`config.mk`:
```
export PLATFORM = sky130hd
export DESIGN_NAME = rx_ctrl_unit
export DESIGN_NICKNAME = d
export VERILOG_FILES = /design/src/rtl/rx_ctrl_pkg.sv /design/src/rtl/rx_bit_counter.sv /design/src/rtl/rx_ctrl_unit.sv
export SDC_FILE = /design/constraint.sdc
export NUM_CORES = 1
export LEC_CHECK = 0
export ABC_AREA = 1
export CAP_MARGIN = 0
export CORE_AREA = 2 2 39 41
export CTS_CLUSTER_DIAMETER = 30
export CTS_CLUSTER_SIZE = 12
export DETAILED_ROUTE_END_ITERATION = 8
export DIE_AREA = 0 0 41 43
export GPL_TIMING_DRIVEN = 1
export PLACE_DENSITY_LB_ADDON = 0.2
export SLEW_MARGIN = 20
export SYNTH_ARGS = -nofsm -noshare
export SYNTH_HDL_FRONTEND = slang
export SYNTH_SLANG_ARGS = --single-unit
```
`constraint.sdc`:
```
create_clock -name clk -period 1.4 [get_ports clk]
set_clock_uncertainty 0.1 [all_clocks]
set_input_delay 0.28 -clock clk [delete_from_list [all_inputs] [get_ports clk]]
set_output_delay 0.28 -clock clk [all_outputs]
set_load 0.03 [all_outputs]
```
`src/rtl/rx_ctrl_pkg.sv`:
```
// Shared types and configuration limits for the serial receiver control unit.
package rx_ctrl_pkg;

    // Frame sequencing states; 3-bit encoding.
    typedef enum logic [2:0] {
        IDLE   = 3'd0,
        CLEAR  = 3'd1,
        DATA   = 3'd2,
        PARITY = 3'd3,
        STOP   = 3'd4,
        CHECK  = 3'd5,
        LOAD   = 3'd6
    } rx_state_t;

    // Legal frame geometry.
    localparam int DATA_BITS_MIN = 5;
    localparam int DATA_BITS_MAX = 9;
    localparam int STOP_BITS_MIN = 1;
    localparam int STOP_BITS_MAX = 2;

    // True when the requested frame geometry is supported.
    function automatic bit rx_cfg_legal(input int data_bits, input int stop_bits);
        return (data_bits >= DATA_BITS_MIN) && (data_bits <= DATA_BITS_MAX) &&
               (stop_bits >= STOP_BITS_MIN) && (stop_bits <= STOP_BITS_MAX);
    endfunction

endpackage

```
`src/rtl/rx_bit_counter.sv`:
```
// Bit counter shared by the data and stop phases. Wraps to zero on the
// count that matches the rollover value; rollover flag is combinational so
// the controller can act on the same strobe that ends a phase.
module rx_bit_counter #(
    parameter int WIDTH = 4
) (
    input  logic             clk,
    input  logic             n_rst,
    input  logic             i_clear,
    input  logic             i_count_enable,
    input  logic [WIDTH-1:0] i_rollover_val,
    output logic             o_rollover_flag
);

    logic [WIDTH-1:0] r_count;
    logic             w_at_rollover;

    assign w_at_rollover   = (r_count == i_rollover_val);
    assign o_rollover_flag = w_at_rollover;

    // Count enabled strobes; clear has priority, last count wraps to zero.
    always_ff @(posedge clk or negedge n_rst) begin
        if (!n_rst) begin
            r_count <= '0;
        end else if (i_clear) begin
            r_count <= '0;
        end else if (i_count_enable) begin
            r_count <= w_at_rollover ? '0 : r_count + 1'b1;
        end
    end

endmodule

```
`src/rtl/rx_ctrl_unit.sv`:
```
// Receiver control unit: sequences one frame from start detection through
// data, optional parity and stop bits, then loads the receive buffer when
// no framing or parity error was seen.
module rx_ctrl_unit
    import rx_ctrl_pkg::*;
#(
    parameter int DATA_BITS  = 8,
    parameter int STOP_BITS  = 1,
    parameter int PARITY_EN  = 0,
    parameter int PARITY_ODD = 0
) (
    input  logic clk,
    input  logic n_rst,
    input  logic start_bit_detected,
    input  logic bit_strobe,
    input  logic sampled_bit,
    output logic sbc_clear,
    output logic enable_timer,
    output logic shift_enable,
    output logic load_buffer,
    output logic framing_error,
    output logic parity_error,
    output logic rx_busy
);

    localparam int                CNT_W     = $clog2(DATA_BITS + 1);
    localparam logic [CNT_W-1:0]  DATA_LAST = CNT_W'(DATA_BITS - 1);
    localparam logic [CNT_W-1:0]  STOP_LAST = CNT_W'(STOP_BITS - 1);
    localparam logic              ODD_BIT   = (PARITY_ODD != 0);
    localparam bit                HAS_PAR   = (PARITY_EN != 0);

    // Reject unsupported frame geometry at elaboration time.
    if (!rx_cfg_legal(DATA_BITS, STOP_BITS)) begin : g_bad_cfg
        $error("rx_ctrl_unit: DATA_BITS must be 5..9 and STOP_BITS 1..2");
    end

    rx_state_t          r_state;
    rx_state_t          w_state_next;
    logic               r_parity_acc;
    logic               r_framing_error;
    logic               r_parity_error;
    logic               w_cnt_clear;
    logic               w_cnt_en;
    logic               w_cnt_last;
    logic [CNT_W-1:0]   w_rollover_val;

    // The counter serves both bit phases; it wraps on the last data bit so
    // the stop phase always starts from zero.
    assign w_cnt_clear    = (r_state == CLEAR);
    assign w_cnt_en       = bit_strobe && ((r_state == DATA) || (r_state == STOP));
    assign w_rollover_val = (r_state == STOP) ? STOP_LAST : DATA_LAST;

    rx_bit_counter #(
        .WIDTH (CNT_W)
    ) u_bit_counter (
        .clk             (clk),
        .n_rst           (n_rst),
        .i_clear         (w_cnt_clear),
        .i_count_enable  (w_cnt_en),
        .i_rollover_val  (w_rollover_val),
        .o_rollover_flag (w_cnt_last)
    );

    // State register.
    always_ff @(posedge clk or negedge n_rst) begin
        if (!n_rst) begin
            r_state <= IDLE;
        end else begin
            r_state <= w_state_next;
        end
    end

    // Next-state decode; strobes only matter in the three bit phases.
    always_comb begin
        w_state_next = r_state;
        case (r_state)
            IDLE:   if (start_bit_detected) w_state_next = CLEAR;
            CLEAR:  w_state_next = DATA;
            DATA:   if (bit_strobe && w_cnt_last) w_state_next = HAS_PAR ? PARITY : STOP;
            PARITY: if (bit_strobe) w_state_next = STOP;
            STOP:   if (bit_strobe && w_cnt_last) w_state_next = CHECK;
            CHECK:  w_state_next = (r_framing_error || r_parity_error) ? IDLE : LOAD;
            LOAD:   w_state_next = IDLE;
            default: w_state_next = IDLE;
        endcase
    end

    // Parity accumulation and sticky error flags, cleared at frame start.
    always_ff @(posedge clk or negedge n_rst) begin
        if (!n_rst) begin
            r_parity_acc    <= 1'b0;
            r_framing_error <= 1'b0;
            r_parity_error  <= 1'b0;
        end else begin
            case (r_state)
                CLEAR: begin
                    r_parity_acc    <= 1'b0;
                    r_framing_error <= 1'b0;
                    r_parity_error  <= 1'b0;
                end
                DATA: begin
                    if (bit_strobe) r_parity_acc <= r_parity_acc ^ sampled_bit;
                end
                PARITY: begin
                    // Total parity over data plus parity bit must equal the odd/even mode.
                    if (bit_strobe && ((r_parity_acc ^ sampled_bit) != ODD_BIT)) begin
                        r_parity_error <= 1'b1;
                    end
                end
                STOP: begin
                    if (bit_strobe && !sampled_bit) r_framing_error <= 1'b1;
                end
                default: ;
            endcase
        end
    end

    assign sbc_clear     = (r_state == CLEAR);
    assign enable_timer  = (r_state == DATA) || (r_state == PARITY) || (r_state == STOP);
    assign shift_enable  = (r_state == DATA) && bit_strobe;
    assign load_buffer   = (r_state == LOAD);
    assign rx_busy       = (r_state != IDLE);
    assign framing_error = r_framing_error;
    assign parity_error  = r_parity_error;

endmodule

```
==> results of run 1 <==
[per-layer routing]
metal,global-route usage (%),part of all wire (%),vias to the layer above
met2,32.5,54,11
met3,4.71,3.4,5
met1,24.7,41,294
met4,10.0,1.8,0
met5,0,0,-
li1,-,-,317
[registers in the layout, summed over array words and instances, names as in the netlist]
signal                 cells
r_parity_acc               1
framing_error              1
r_state                    3
parity_error               1
u_bit_counter.r_count      4
[metrics by stage]
stage               utilization [%]  power [mW]  setup TNS, ps
global route                   70.7        2.54          -1690
global placement               57.7        1.68           -391
finish                         70.7        2.36           -840
detailed placement             57.7        1.70           -584
CTS                            66.4        2.18          -1100
floorplan                         -        1.23              0
[power groups by stage]
stage / Sequential (mW) / Clock, mW / Combinational, mW
2_1_floorplan: 0.540 / 0 / 0.691
3_3_place_gp: 0.487 / 0 / 1.19
3_5_place_dp: 0.496 / 0 / 1.20
4_1_cts: 0.492 / 0.273 / 1.42
5_1_grt: 0.511 / 0.289 / 1.74
6_report: 0.493 / 0.270 / 1.60
[worst max-delay path by stage]
stage                     startpoint  slack, ps           end
after global routing      r_state[1]       -240   load_buffer
after global placement    bit_strobe       -130  shift_enable
final                     r_state[1]       -170   load_buffer
after floorplan           r_state[2]         50    r_state[1]
after CTS                 r_state[0]       -230  shift_enable
after detailed placement  bit_strobe       -140  shift_enable
[cell families after synthesis]
kind of cell    count (synthesis)
flops                          10
xor+xnor                        3
buf+inv                        12
compound gates                  8
fa+ha+maj                       1
simple gates                   44
[repair_timing]
action,in CTS,in global routing
setup endpoints to repair,12,13
setup buffers,3,3
pin swaps,6,2
gates resized for setup,23,20
[cell type report]
cell class                      instances  area, um^2
Fill cell                             116         405
Multi-Input combinational cell         56         363
Timing Repair Buffer                   28         255
Sequential cell                        10         250
Inverter                               12        53.8
Clock buffer                            4        36.3
Tap cell                               16        20.0
[Yosys cell counts]
cell type	instances
sky130_fd_sc_hd__o32ai_1	1
sky130_fd_sc_hd__nand2_2	3
sky130_fd_sc_hd__a21oi_2	1
sky130_fd_sc_hd__o22ai_1	1
sky130_fd_sc_hd__dfrtp_1	10
sky130_fd_sc_hd__o21ai_2	1
sky130_fd_sc_hd__o22ai_2	1
sky130_fd_sc_hd__ha_1	1
sky130_fd_sc_hd__inv_1	11
sky130_fd_sc_hd__xor2_1	3
sky130_fd_sc_hd__clkinv_2	1
sky130_fd_sc_hd__nand2_1	23
sky130_fd_sc_hd__nand4_1	2
sky130_fd_sc_hd__nor2_1	7
sky130_fd_sc_hd__o21ai_1	1
sky130_fd_sc_hd__nor2_2	1
sky130_fd_sc_hd__nand3_1	6
sky130_fd_sc_hd__nor3_1	1
sky130_fd_sc_hd__nand3_2	1
sky130_fd_sc_hd__o21ai_0	2
[worst register-to-register path, cell delays in order (launching register included)]
cell and delay (ps):
sky130_fd_sc_hd__dfrtp_1 390, sky130_fd_sc_hd__nor2_2 140, sky130_fd_sc_hd__buf_6 120, sky130_fd_sc_hd__nand2_4 50
sky130_fd_sc_hd__buf_6 130, sky130_fd_sc_hd__nand2_1 110, sky130_fd_sc_hd__nand2_2 80, sky130_fd_sc_hd__nand2_2 90
sky130_fd_sc_hd__inv_1 70, sky130_fd_sc_hd__nand2_1 70, sky130_fd_sc_hd__o21ai_2 50
==> metrics, run 1 <==
die span in x 41 um; Critical Path Stages 5; setup-violating endpoint count in the final report 9; final net count 117; Post-Syn Area 591 um^2; Net Count, Synth 84; endpoint of the most critical register-to-register path u_bit_counter.r_count[0]; via count of the first global-routing pass 564; number of placed I/O pins 12; clock period minus final worst setup slack 1570 ps; Clk pwr share 11.4%; Critical Path End Type output port; Internal Power 1.28 mW; final RePlAce weighted congestion 0.814; Final HPWL DP 1040 um; count of different cell masters after synthesis 20; chip height 43 um; upper clock frequency limit 638 MHz; max cap viols 0; post-place instance area 798 um^2; fraction of final layout cells with drive strength greater than 1 47.3%; worst min-delay path class input port to asynchronous set/reset pin; count of H-tree levels built during CTS 1; global route overflow 0; Worst Slack Setup Final -168 ps; element type at the critical path start register; maximum fanout along the worst path 5; Switching Power 1.07 mW; global-route wire length before repair 2390 um; mean number of vias per cell 4.98; cell occurring most often along the worst timing path sky130_fd_sc_hd__buf_6; critical path class register to output port; combined buffer and inverter count along the critical path 4; unrepaired setup endpoints after global routing yes; outcome complete, but fails checks; list of cells traversed by the critical path buf_6 > inv_4 > buf_6 > nor3_2 > buf_4; number of buffers on the longest clock path 2; Sink Count 10; period utilization 112%; leakage power summed over all cells 0.508 nW; area of all placed cells without fillers 978 um^2; post-place setup slack -145 ps; XOR/XNOR share of the synthesized area 4.45%; proportion of synthesized chip area in sequential cells 42.4%; signal arrival time at the worst endpoint 1190 ps; iteration count of the initial detailed-routing pass 2; portion of total power attributed to sequential cells 20.9%; clock insertion delay at the later pin of the skew report 270 ps; Post-Route WL 1430 um; antenna-violating nets left 0; number of buffers added by the clock tree synthesis step 3; area growth from synthesis to layout 65.7%; clock slew at the register clock pins of the worst setup and hold paths 80 ps; power share of the combinational group 67.6%; fraction of the mapped netlist area in compound gates 10.2%; clock tree from TritonCTS done; cell count after placement 116; proportion of total power due to net switching 45.6%; final cell count without fillers 126; number of flip-flops and latches in the synthesized netlist 10; fraction of the mapped netlist area in adder cells 2.12%; area enclosed by the die boundary 1760 um^2; most common library cell in the layout ignoring fill and taps sky130_fd_sc_hd__nand2_1; slowest cell on the critical path sky130_fd_sc_hd__dfrtp_1; DR WL/cell 11.3 um; family of cells with the greatest summed delay on the critical path buffers and inverters; synthesis warning total 0; DRC violation total after the first TritonRoute iteration 2; number of port buffers 11; Root Driver sky130_fd_sc_hd__clkbuf_4; Synth area leaders sky130_fd_sc_hd__dfrtp_1 (42%), sky130_fd_sc_hd__nand2_1 (15%), sky130_fd_sc_hd__inv_1 (7.0%); number of antenna cells inserted 0; multiplexer fraction of the synthesized cell area 0%; Data required, critical path 1020 ps; number of instances in the synthesized netlist 78; site row count 14; violated checks negative setup slack; initial standard-cell utilization of the core 42.7%; transition time of the tightest slew-check pin 463 ps; GRT Overall Usage 20.5%; highest cell delay on the worst timing path 370 ps; Hold Violations, Final 0; pwr dens 2410 nW/um^2; area of the core 1380 um^2; fin. max-slew vios 0; Max-Slew Margin vs Limit 69.0%; Post-Route Hold Slack 218 ps; synthesized-area fraction occupied by and/or/nand/nor cells 33.1%; largest family of logic cells by synthesized area simple AND/OR/NAND/NOR gates; Worst VDD drop 1160 uV; commonest cells after routing, fill and taps aside sky130_fd_sc_hd__nand2_1 (18), sky130_fd_sc_hd__buf_4 (13), sky130_fd_sc_hd__dfrtp_1 (10), sky130_fd_sc_hd__buf_6 (10), sky130_fd_sc_hd__inv_1 (7); DRC viols 0; share of the synthesized area in the top cell type 42.4%; vias 627; beginning of the worst register-to-register path r_state[1]; average footprint of a synthesized cell 7.57 um^2; setup slack of the worst register-to-register path -100 ps; number of antenna violations at the first check in global routing 0; pin count of the biggest net entering global routing 11; r2r worst-path depth 10; most area-hungry cell type in the Yosys netlist sky130_fd_sc_hd__dfrtp_1; number of hold buffers added after CTS 0
No activity file was read; power rests on OpenSTA's default activity.
==> inputs of run 2 (changes only) <==
--- a/config.mk
+++ b/config.mk
@@ -14,6 +14,7 @@
 export DIE_AREA = 0 0 41 43
 export GPL_TIMING_DRIVEN = 1
 export PLACE_DENSITY_LB_ADDON = 0.2
+export SKIP_LAST_GASP = 1
 export SLEW_MARGIN = 20
 export SYNTH_ARGS = -nofsm -noshare
 export SYNTH_HDL_FRONTEND = slang
==> constraint.sdc (replaced) <==
create_clock -name clk -period 1.68 [get_ports clk]
set_clock_uncertainty 0.1 [all_clocks]
set_input_delay 0.336 -clock clk [delete_from_list [all_inputs] [get_ports clk]]
set_output_delay 0.336 -clock clk [all_outputs]
set_load 0.03 [all_outputs]
==> run 2 against run 1 <==
  * The run now ends clean
  * Design area decreased by 11%
  * Via count fell by 9.1%
  * First-iteration DRC count grew to 5.0 times the previous value
  * Cell count is 6.3% lower
  * Worst setup slack better by 200 ps
  * Core utilization fell by 8.0 points
  * Non-clock buffer count fell by 8
  * Critical path depth unchanged
  * Sequential share of layout area increased by 3.2 points
  * Die area is the same
  * Critical path type unchanged
  * Largest cell class unchanged
  * Largest power group unchanged
==> metrics, run 2 (same netlist as run 1, synthesis figures left out) <==
number of buffers added by the clock tree synthesis step 3 (unchanged); Data required, critical path 1240 ps (+220 ps); number of hold buffers added after CTS 0 (unchanged); number of buffers on the longest clock path 2 (unchanged); setup-violating endpoint count in the final report 0 (-9); r2r worst-path depth 9 (-1); Clk pwr share 13.0% (+1.6 points); proportion of total power due to net switching 47.5% (+1.9 points); clock period minus final worst setup slack 1650 ps; area enclosed by the die boundary 1760 um^2 (unchanged); number of placed I/O pins 12 (unchanged); final net count 109 (-6.8%); global-route wire length before repair 2180 um (-8.9%); antenna-violating nets left 0 (unchanged); endpoint of the most critical register-to-register path u_bit_counter.r_count[0]; pin count of the biggest net entering global routing 11 (unchanged); clock tree from TritonCTS done; Internal Power 0.894 mW (-30%); die span in x 41 um (unchanged); via count of the first global-routing pass 533 (-5.5%); Hold Violations, Final 0 (unchanged); DRC viols 0 (unchanged); upper clock frequency limit 608 MHz; Root Driver sky130_fd_sc_hd__clkbuf_4; setup slack of the worst register-to-register path 200 ps (+300 ps); fin. max-slew vios 0 (unchanged); site row count 14 (unchanged); GRT Overall Usage 18.6% (-1.9 points); number of antenna cells inserted 0 (unchanged); transition time of the tightest slew-check pin 466 ps (+3.58 ps); Top Registers u_bit_counter.r_count x4, r_state x3; most common library cell in the layout ignoring fill and taps sky130_fd_sc_hd__nand2_1; final cell count without fillers 118 (-6.3%); fraction of final layout cells with drive strength greater than 1 35.3% (-12 points); DRC violation total after the first TritonRoute iteration 10 (+8); area of the core 1380 um^2 (unchanged); Worst VDD drop 860 uV (-26%); maximum fanout along the worst path 5 (unchanged); area growth from synthesis to layout 47.0%; pwr dens 1960 nW/um^2 (-19%); DR WL/cell 12.0 um (+6.3%); leakage power summed over all cells 0.464 nW (-8.6%); cell count after placement 112 (-3.4%); Critical Path End Type output port; signal arrival time at the worst endpoint 1210 ps (+20 ps); final sum of negative setup slack 0 ps (+840 ps); final RePlAce weighted congestion 0.745 (-8.4%); beginning of the worst register-to-register path r_state[1]; unrepaired setup endpoints after global routing yes; critical path class register to output port; Most flops, register u_bit_counter.r_count; vias 570 (-9.1%); Switching Power 0.807 mW (-25%); number of antenna violations at the first check in global routing 0 (unchanged); portion of total power attributed to sequential cells 24.4% (+3.5 points); clock slew at the register clock pins of the worst setup and hold paths 70 ps (about the same); initial standard-cell utilization of the core 42.7% (unchanged); element type at the critical path start register; iteration count of the initial detailed-routing pass 2 (unchanged); chip height 43 um (unchanged); clock insertion delay at the later pin of the skew report 270 ps (about the same); outcome complete, no violations; period utilization 98.0%; Max-Slew Margin vs Limit 68.8% (-0.24 points); number of port buffers 11 (unchanged); commonest cells after routing, fill and taps aside sky130_fd_sc_hd__nand2_1 (21), sky130_fd_sc_hd__dfrtp_1 (10), sky130_fd_sc_hd__inv_1 (8), sky130_fd_sc_hd__buf_4 (8); Sink Count 10 (unchanged); flip-flop count of the largest register after layout 4 (unchanged); max cap viols 0 (unchanged); Post-Route WL 1420 um (-0.42%); mean number of vias per cell 4.83 (-2.9%); power share of the combinational group 62.6% (-5.0 points); worst min-delay path class input port to asynchronous set/reset pin; global route overflow 0 (unchanged); Final HPWL DP 1010 um (-2.4%); count of H-tree levels built during CTS 1 (unchanged)
[run 2: cell types whose count changed in the layout (fill, tap and decap cells not counted), moves of 2 or more]
cell / previous run / this run
sky130_fd_sc_hd__buf_4: 13 / 8
sky130_fd_sc_hd__buf_6: 10 / 5
sky130_fd_sc_hd__dlygate4sd2_1: 0 / 2
sky130_fd_sc_hd__nand2_1: 18 / 21
sky130_fd_sc_hd__nand2_2: 6 / 4
[run 2: critical path: stages (launching register included)]
cell,delay [ps]
sky130_fd_sc_hd__dfrtp_1,400
sky130_fd_sc_hd__buf_6,140
sky130_fd_sc_hd__nor2_4,110
sky130_fd_sc_hd__nand2_2,80
sky130_fd_sc_hd__inv_2,80
sky130_fd_sc_hd__buf_6,130
[run 2: worst max path at each step]
stage,to,cells past startpoint,startpoint,slack (ps)
3_5_place_dp,shift_enable,4,bit_strobe,70
5_1_grt,sbc_clear,5,r_state[1],-30
3_3_place_gp,shift_enable,4,bit_strobe,90
2_1_floorplan,load_buffer,2,r_state[1],90
4_1_cts,sbc_clear,5,r_state[1],-10
6_report,sbc_clear,5,r_state[1],30
[run 2: power by group through the flow]
stage / Clock (mW) / Combinational (mW) / Sequential [mW]
2_1_floorplan: 0 / 0.568 / 0.448
3_3_place_gp: 0 / 0.928 / 0.409
3_5_place_dp: 0 / 0.932 / 0.414
4_1_cts: 0.223 / 0.987 / 0.408
5_1_grt: 0.239 / 1.17 / 0.427
6_report: 0.221 / 1.06 / 0.416
[run 2: cell type report]
class | instances | area, um^2
Inverter | 12 | 46.3
Multi-Input combinational cell | 56 | 337
Fill cell | 126 | 515
Timing Repair Buffer | 20 | 179
Sequential cell | 10 | 250
Clock buffer | 4 | 36.3
Tap cell | 16 | 20.0
[run 2: routing by layer]
metal | vias to the layer above | share of wire (%) | track usage, %
met5 | - | 0 | 0
met4 | 0 | 1.1 | 10.0
met3 | 2 | 3.4 | 3.14
met2 | 8 | 53 | 29.1
met1 | 262 | 43 | 23.1
li1 | 298 | - | -
[run 2: what timing repair did]
action                                  in CTS  in global routing
hold endpoints to repair                     0                  0
buffers inserted                             1                  1
pin swaps                                    2                  3
gates cloned                                 0                  0
endpoints found under the setup margin       6                  5
gates resized for setup                     11                 12
[run 2: metrics by stage]
step                setup slack [ps]  total power, mW  utilization [%]  hold slack [ps]  cell area (um^2)
finish                          34.4             1.70             62.7              279               868
floorplan                       85.3             1.02                -            -59.6               591
global placement                86.5             1.34             55.2              428               763
global route                   -31.1             1.84             62.7              324               868
CTS                            -11.1             1.62             60.1              291               832
detailed placement              67.3             1.35             55.2              433               763
==> inputs of run 3 (changes only) <==
--- a/config.mk
+++ b/config.mk
@@ -5,15 +5,15 @@
 export SDC_FILE = /design/constraint.sdc
 export NUM_CORES = 1
 export LEC_CHECK = 0
-export ABC_AREA = 1
+export ABC_AREA = 0
 export CAP_MARGIN = 0
-export CORE_AREA = 2 2 39 41
+export CORE_MARGIN = 3
+export CORE_UTILIZATION = 49
 export CTS_CLUSTER_DIAMETER = 30
 export CTS_CLUSTER_SIZE = 12
 export DETAILED_ROUTE_END_ITERATION = 8
-export DIE_AREA = 0 0 41 43
 export GPL_TIMING_DRIVEN = 1
-export PLACE_DENSITY_LB_ADDON = 0.2
+export PLACE_DENSITY_LB_ADDON = 0.12
 export SKIP_LAST_GASP = 1
 export SLEW_MARGIN = 20
 export SYNTH_ARGS = -nofsm -noshare
==> run 3 against run 2 <==
  * Synthesized cell count fell by 13%
  * Register-to-register slack got worse by 110 ps
  * The flow now finishes with violations (negative setup slack)
  * Power rose by 10%
  * Via count rose by 15%
==> metrics, run 3 <==
number of port buffers 11 (unchanged); slowest cell on the critical path sky130_fd_sc_hd__dfrtp_1; share of the synthesized area in the top cell type 37.2% (-5.2 points); commonest cells after routing, fill and taps aside sky130_fd_sc_hd__buf_4 (15), sky130_fd_sc_hd__dfrtp_1 (10), sky130_fd_sc_hd__o21ai_0 (7), sky130_fd_sc_hd__buf_6 (7); Net Count, Synth 74 (-12%); signal arrival time at the worst endpoint 1370 ps (+160 ps); unrepaired setup endpoints after global routing yes; violated checks negative setup slack; clock slew at the register clock pins of the worst setup and hold paths 60 ps (about the same); PnR Total Power 1.88 mW (+10%); average footprint of a synthesized cell 9.90 um^2 (+31%); Most flops, register u_bit_counter.r_count; number of flip-flops and latches in the synthesized netlist 10 (unchanged); DRC violation total after the first TritonRoute iteration 27 (+17); pwr dens 1910 nW/um^2 (-2.4%); Max-Slew Margin vs Limit 68.0% (-0.80 points); initial standard-cell utilization of the core 56.0% (+13 points); iteration count of the initial detailed-routing pass 4 (+2); Root Driver sky130_fd_sc_hd__clkbuf_4; Filler Cells Inserted 73 (-42%); proportion of total power due to net switching 45.1% (-2.4 points); power share of the combinational group 69.2% (+6.6 points); Top Registers u_bit_counter.r_count x4, r_state x3; Worst VDD drop 985 uV (+15%); maximum fanout along the worst path 6 (+1); period utilization 108% (+9.6 points); synthesized-area fraction occupied by and/or/nand/nor cells 21.4% (-12 points); area growth from synthesis to layout 45.7%; Post-Syn Area 673 um^2 (+14%); r2r worst-path depth 4 (-5); max cap viols 0 (unchanged); list of cells traversed by the critical path buf_6 > or3b_4 > clkinv_4 > buf_6; synthesis warning total 0 (unchanged); fraction of final layout cells with drive strength greater than 1 40.6% (+5.3 points); XOR/XNOR share of the synthesized area 6.13% (+1.7 points); fraction of the mapped netlist area in compound gates 24.2% (+14 points); number of antenna cells inserted 0 (unchanged); highest cell delay on the worst timing path 400 ps (about the same); number of buffers added by the clock tree synthesis step 3 (unchanged); most area-hungry cell type in the Yosys netlist sky130_fd_sc_hd__dfrtp_1; post-route core utilization 81.7% (+19 points); cell occurring most often along the worst timing path sky130_fd_sc_hd__buf_6; Switching Power 0.845 mW (+4.7%); area enclosed by the die boundary 1850 um^2 (+5.2%); flip-flop count of the largest register after layout 4 (unchanged); via count of the first global-routing pass 608 (+14%); number of buffers on the longest clock path 2 (unchanged); proportion of synthesized chip area in sequential cells 37.2% (-5.2 points); worst min-delay path class input port to asynchronous set/reset pin; leakage power summed over all cells 0.451 nW (-3.0%); element type at the critical path start register; Clk pwr share 8.5% (-4.5 points); GRT Overall Usage 19.2% (+0.59 points); chip height 43.1 um (+0.15%); clock insertion delay at the later pin of the skew report 260 ps (about the same); main flop type after synthesis sky130_fd_sc_hd__dfrtp_1; Final HPWL DP 1080 um (+6.2%); count of different cell masters after synthesis 36 (+80%); final net count 104 (-4.6%); post-place setup slack -50.7 ps (-118 ps); setup-violating endpoint count in the final report 3 (+3); Post-Route WL 1720 um (+21%); final RePlAce weighted congestion 0.843 (+13%); clock tree from TritonCTS done; transition time of the tightest slew-check pin 478 ps (+12.0 ps); clock period minus final worst setup slack 1810 ps (+161 ps); most common library cell in the layout ignoring fill and taps sky130_fd_sc_hd__buf_4; beginning of the worst register-to-register path r_state[1]; Hold Violations, Final 0 (unchanged); count of H-tree levels built during CTS 1 (unchanged); outcome complete, but fails checks; most common cell in the netlist sky130_fd_sc_hd__dfrtp_1; Internal Power 1.03 mW (+15%); site row count 12 (-2); upper clock frequency limit 553 MHz (-8.9%); portion of total power attributed to sequential cells 22.3% (-2.1 points); global route overflow 0 (unchanged); fin. max-slew vios 0 (unchanged); largest family of logic cells by synthesized area compound AO/OA/AOI/OAI gates; Data required, critical path 1240 ps (about the same); global-route wire length before repair 2690 um (+23%); proportion of register bits with asynchronous set or reset after synthesis 100% (unchanged); number of placed I/O pins 12 (unchanged); Synth area leaders sky130_fd_sc_hd__dfrtp_1 (37%), sky130_fd_sc_hd__o21ai_0 (5.2%), sky130_fd_sc_hd__o211ai_1 (3.3%); setup slack of the worst register-to-register path 90 ps (-110 ps); mean number of vias per cell 5.96 (+23%); die span in x 43.1 um (+5.0%); critical path class register to output port; antenna-violating nets left 0 (unchanged); area of the core 1200 um^2 (-13%); endpoint of the most critical register-to-register path u_bit_counter.r_count[2]; vias 656 (+15%); number of antenna violations at the first check in global routing 0 (unchanged); fraction of the mapped netlist area in adder cells 1.86% (-0.26 points); Worst Slack Setup Final -127 ps (-161 ps); DRC viols 0 (unchanged); Critical Path End Type output port; number of instances in the synthesized netlist 68 (-13%); leading post-synthesis cells by instance count sky130_fd_sc_hd__dfrtp_1 (10), sky130_fd_sc_hd__o21ai_0 (7), sky130_fd_sc_hd__inv_1 (4), sky130_fd_sc_hd__nand3_1 (4); pin count of the biggest net entering global routing 12 (+1); multiplexer fraction of the synthesized cell area 2.23% (+2.2 points); DR WL/cell 15.6 um (+30%); Sink Count 10 (unchanged); number of enable flip-flop cells after synthesis 0 (unchanged)
[run 3: cell count changes in the layout (fill, tap and decap cells not counted), sizes merged, moves of 3 or more]
cell / before / now
nand2b: 0 / 3
o21ai: 4 / 7
o211ai: 0 / 3
inv: 11 / 4
buf: 13 / 22
a31oi: 0 / 3
nor2: 8 / 3
nand3: 7 / 4
nand2: 26 / 1
[run 3: final cells by class]
class                   instances  area [um^2]  area share [%]
clock buffers                   3         22.5            2.30
inverters                       5         23.8            2.42
multi-input cells              49          414            42.2
flip-flops and latches         10          250            25.5
well taps                      14         17.5            1.79
repair buffers                 29          253            25.8
[run 3: cell families (layout without fill, tap and decap cells)]
kind of cell	count (synthesis)	after routing
AO/OA/AOI/OAI	21	21
multiplexers	1	1
AND/OR/NAND/NOR	23	23
XOR/XNOR	3	3
flip-flops	10	10
adder cells (fa/ha/maj)	1	1
buffers and inverters	9	37
[run 3: through the flow]
step	setup TNS, ps	std cells	cell area, um^2	hold WS, ps
after CTS	-389	108	962	304
after global routing	-579	110	981	320
final	-339	110	981	299
after detailed placement	-50.7	99	842	443
after floorplan	0	68	678	-59.6
after global placement	-50.8	99	842	441
[run 3: power groups by stage]
| stage | Clock [mW] | Sequential (mW) | Combinational (mW) |
|---|---|---|---|
| after floorplan | 0 | 0.448 | 0.670 |
| after global placement | 0 | 0.404 | 1.02 |
| after detailed placement | 0 | 0.408 | 1.03 |
| after CTS | 0.164 | 0.410 | 1.25 |
| after global routing | 0.173 | 0.429 | 1.38 |
| final | 0.160 | 0.418 | 1.30 |
[run 3: layer usage]
layer | GRT usage, % | up-vias | routed length (um)
li1 | - | 315 | -
met1 | 26.3 | 311 | 761
met2 | 28.7 | 28 | 818
met3 | 4.66 | 2 | 132
met4 | 7.83 | 0 | 9
met5 | 0 | - | 0
[run 3: worst max-delay path, delay by kind of cell, from the launching register on]
kind	cells	cell delay, ps
flops	1	400
simple gates	1	390
buf+inv	3	330
[run 3: worst max path at each step]
| stage | depth (start not counted) | slack, ps | to | start |
|---|---|---|---|---|
| global route | 4 | -180 | sbc_clear | r_state[2] |
| floorplan | 3 | 140 | sbc_clear | r_state[1] |
| CTS | 4 | -120 | sbc_clear | r_state[1] |
| global placement | 2 | -50 | rx_busy | r_state[0] |
| detailed placement | 2 | -50 | rx_busy | r_state[0] |
| finish | 4 | -130 | sbc_clear | r_state[1] |
[run 3: timing repair]
action                     CTS  global route
setup endpoints to repair    7             5
pin swaps                    2             1
hold buffers                 0             0
gates resized for setup     19             3
buffers inserted             6             2
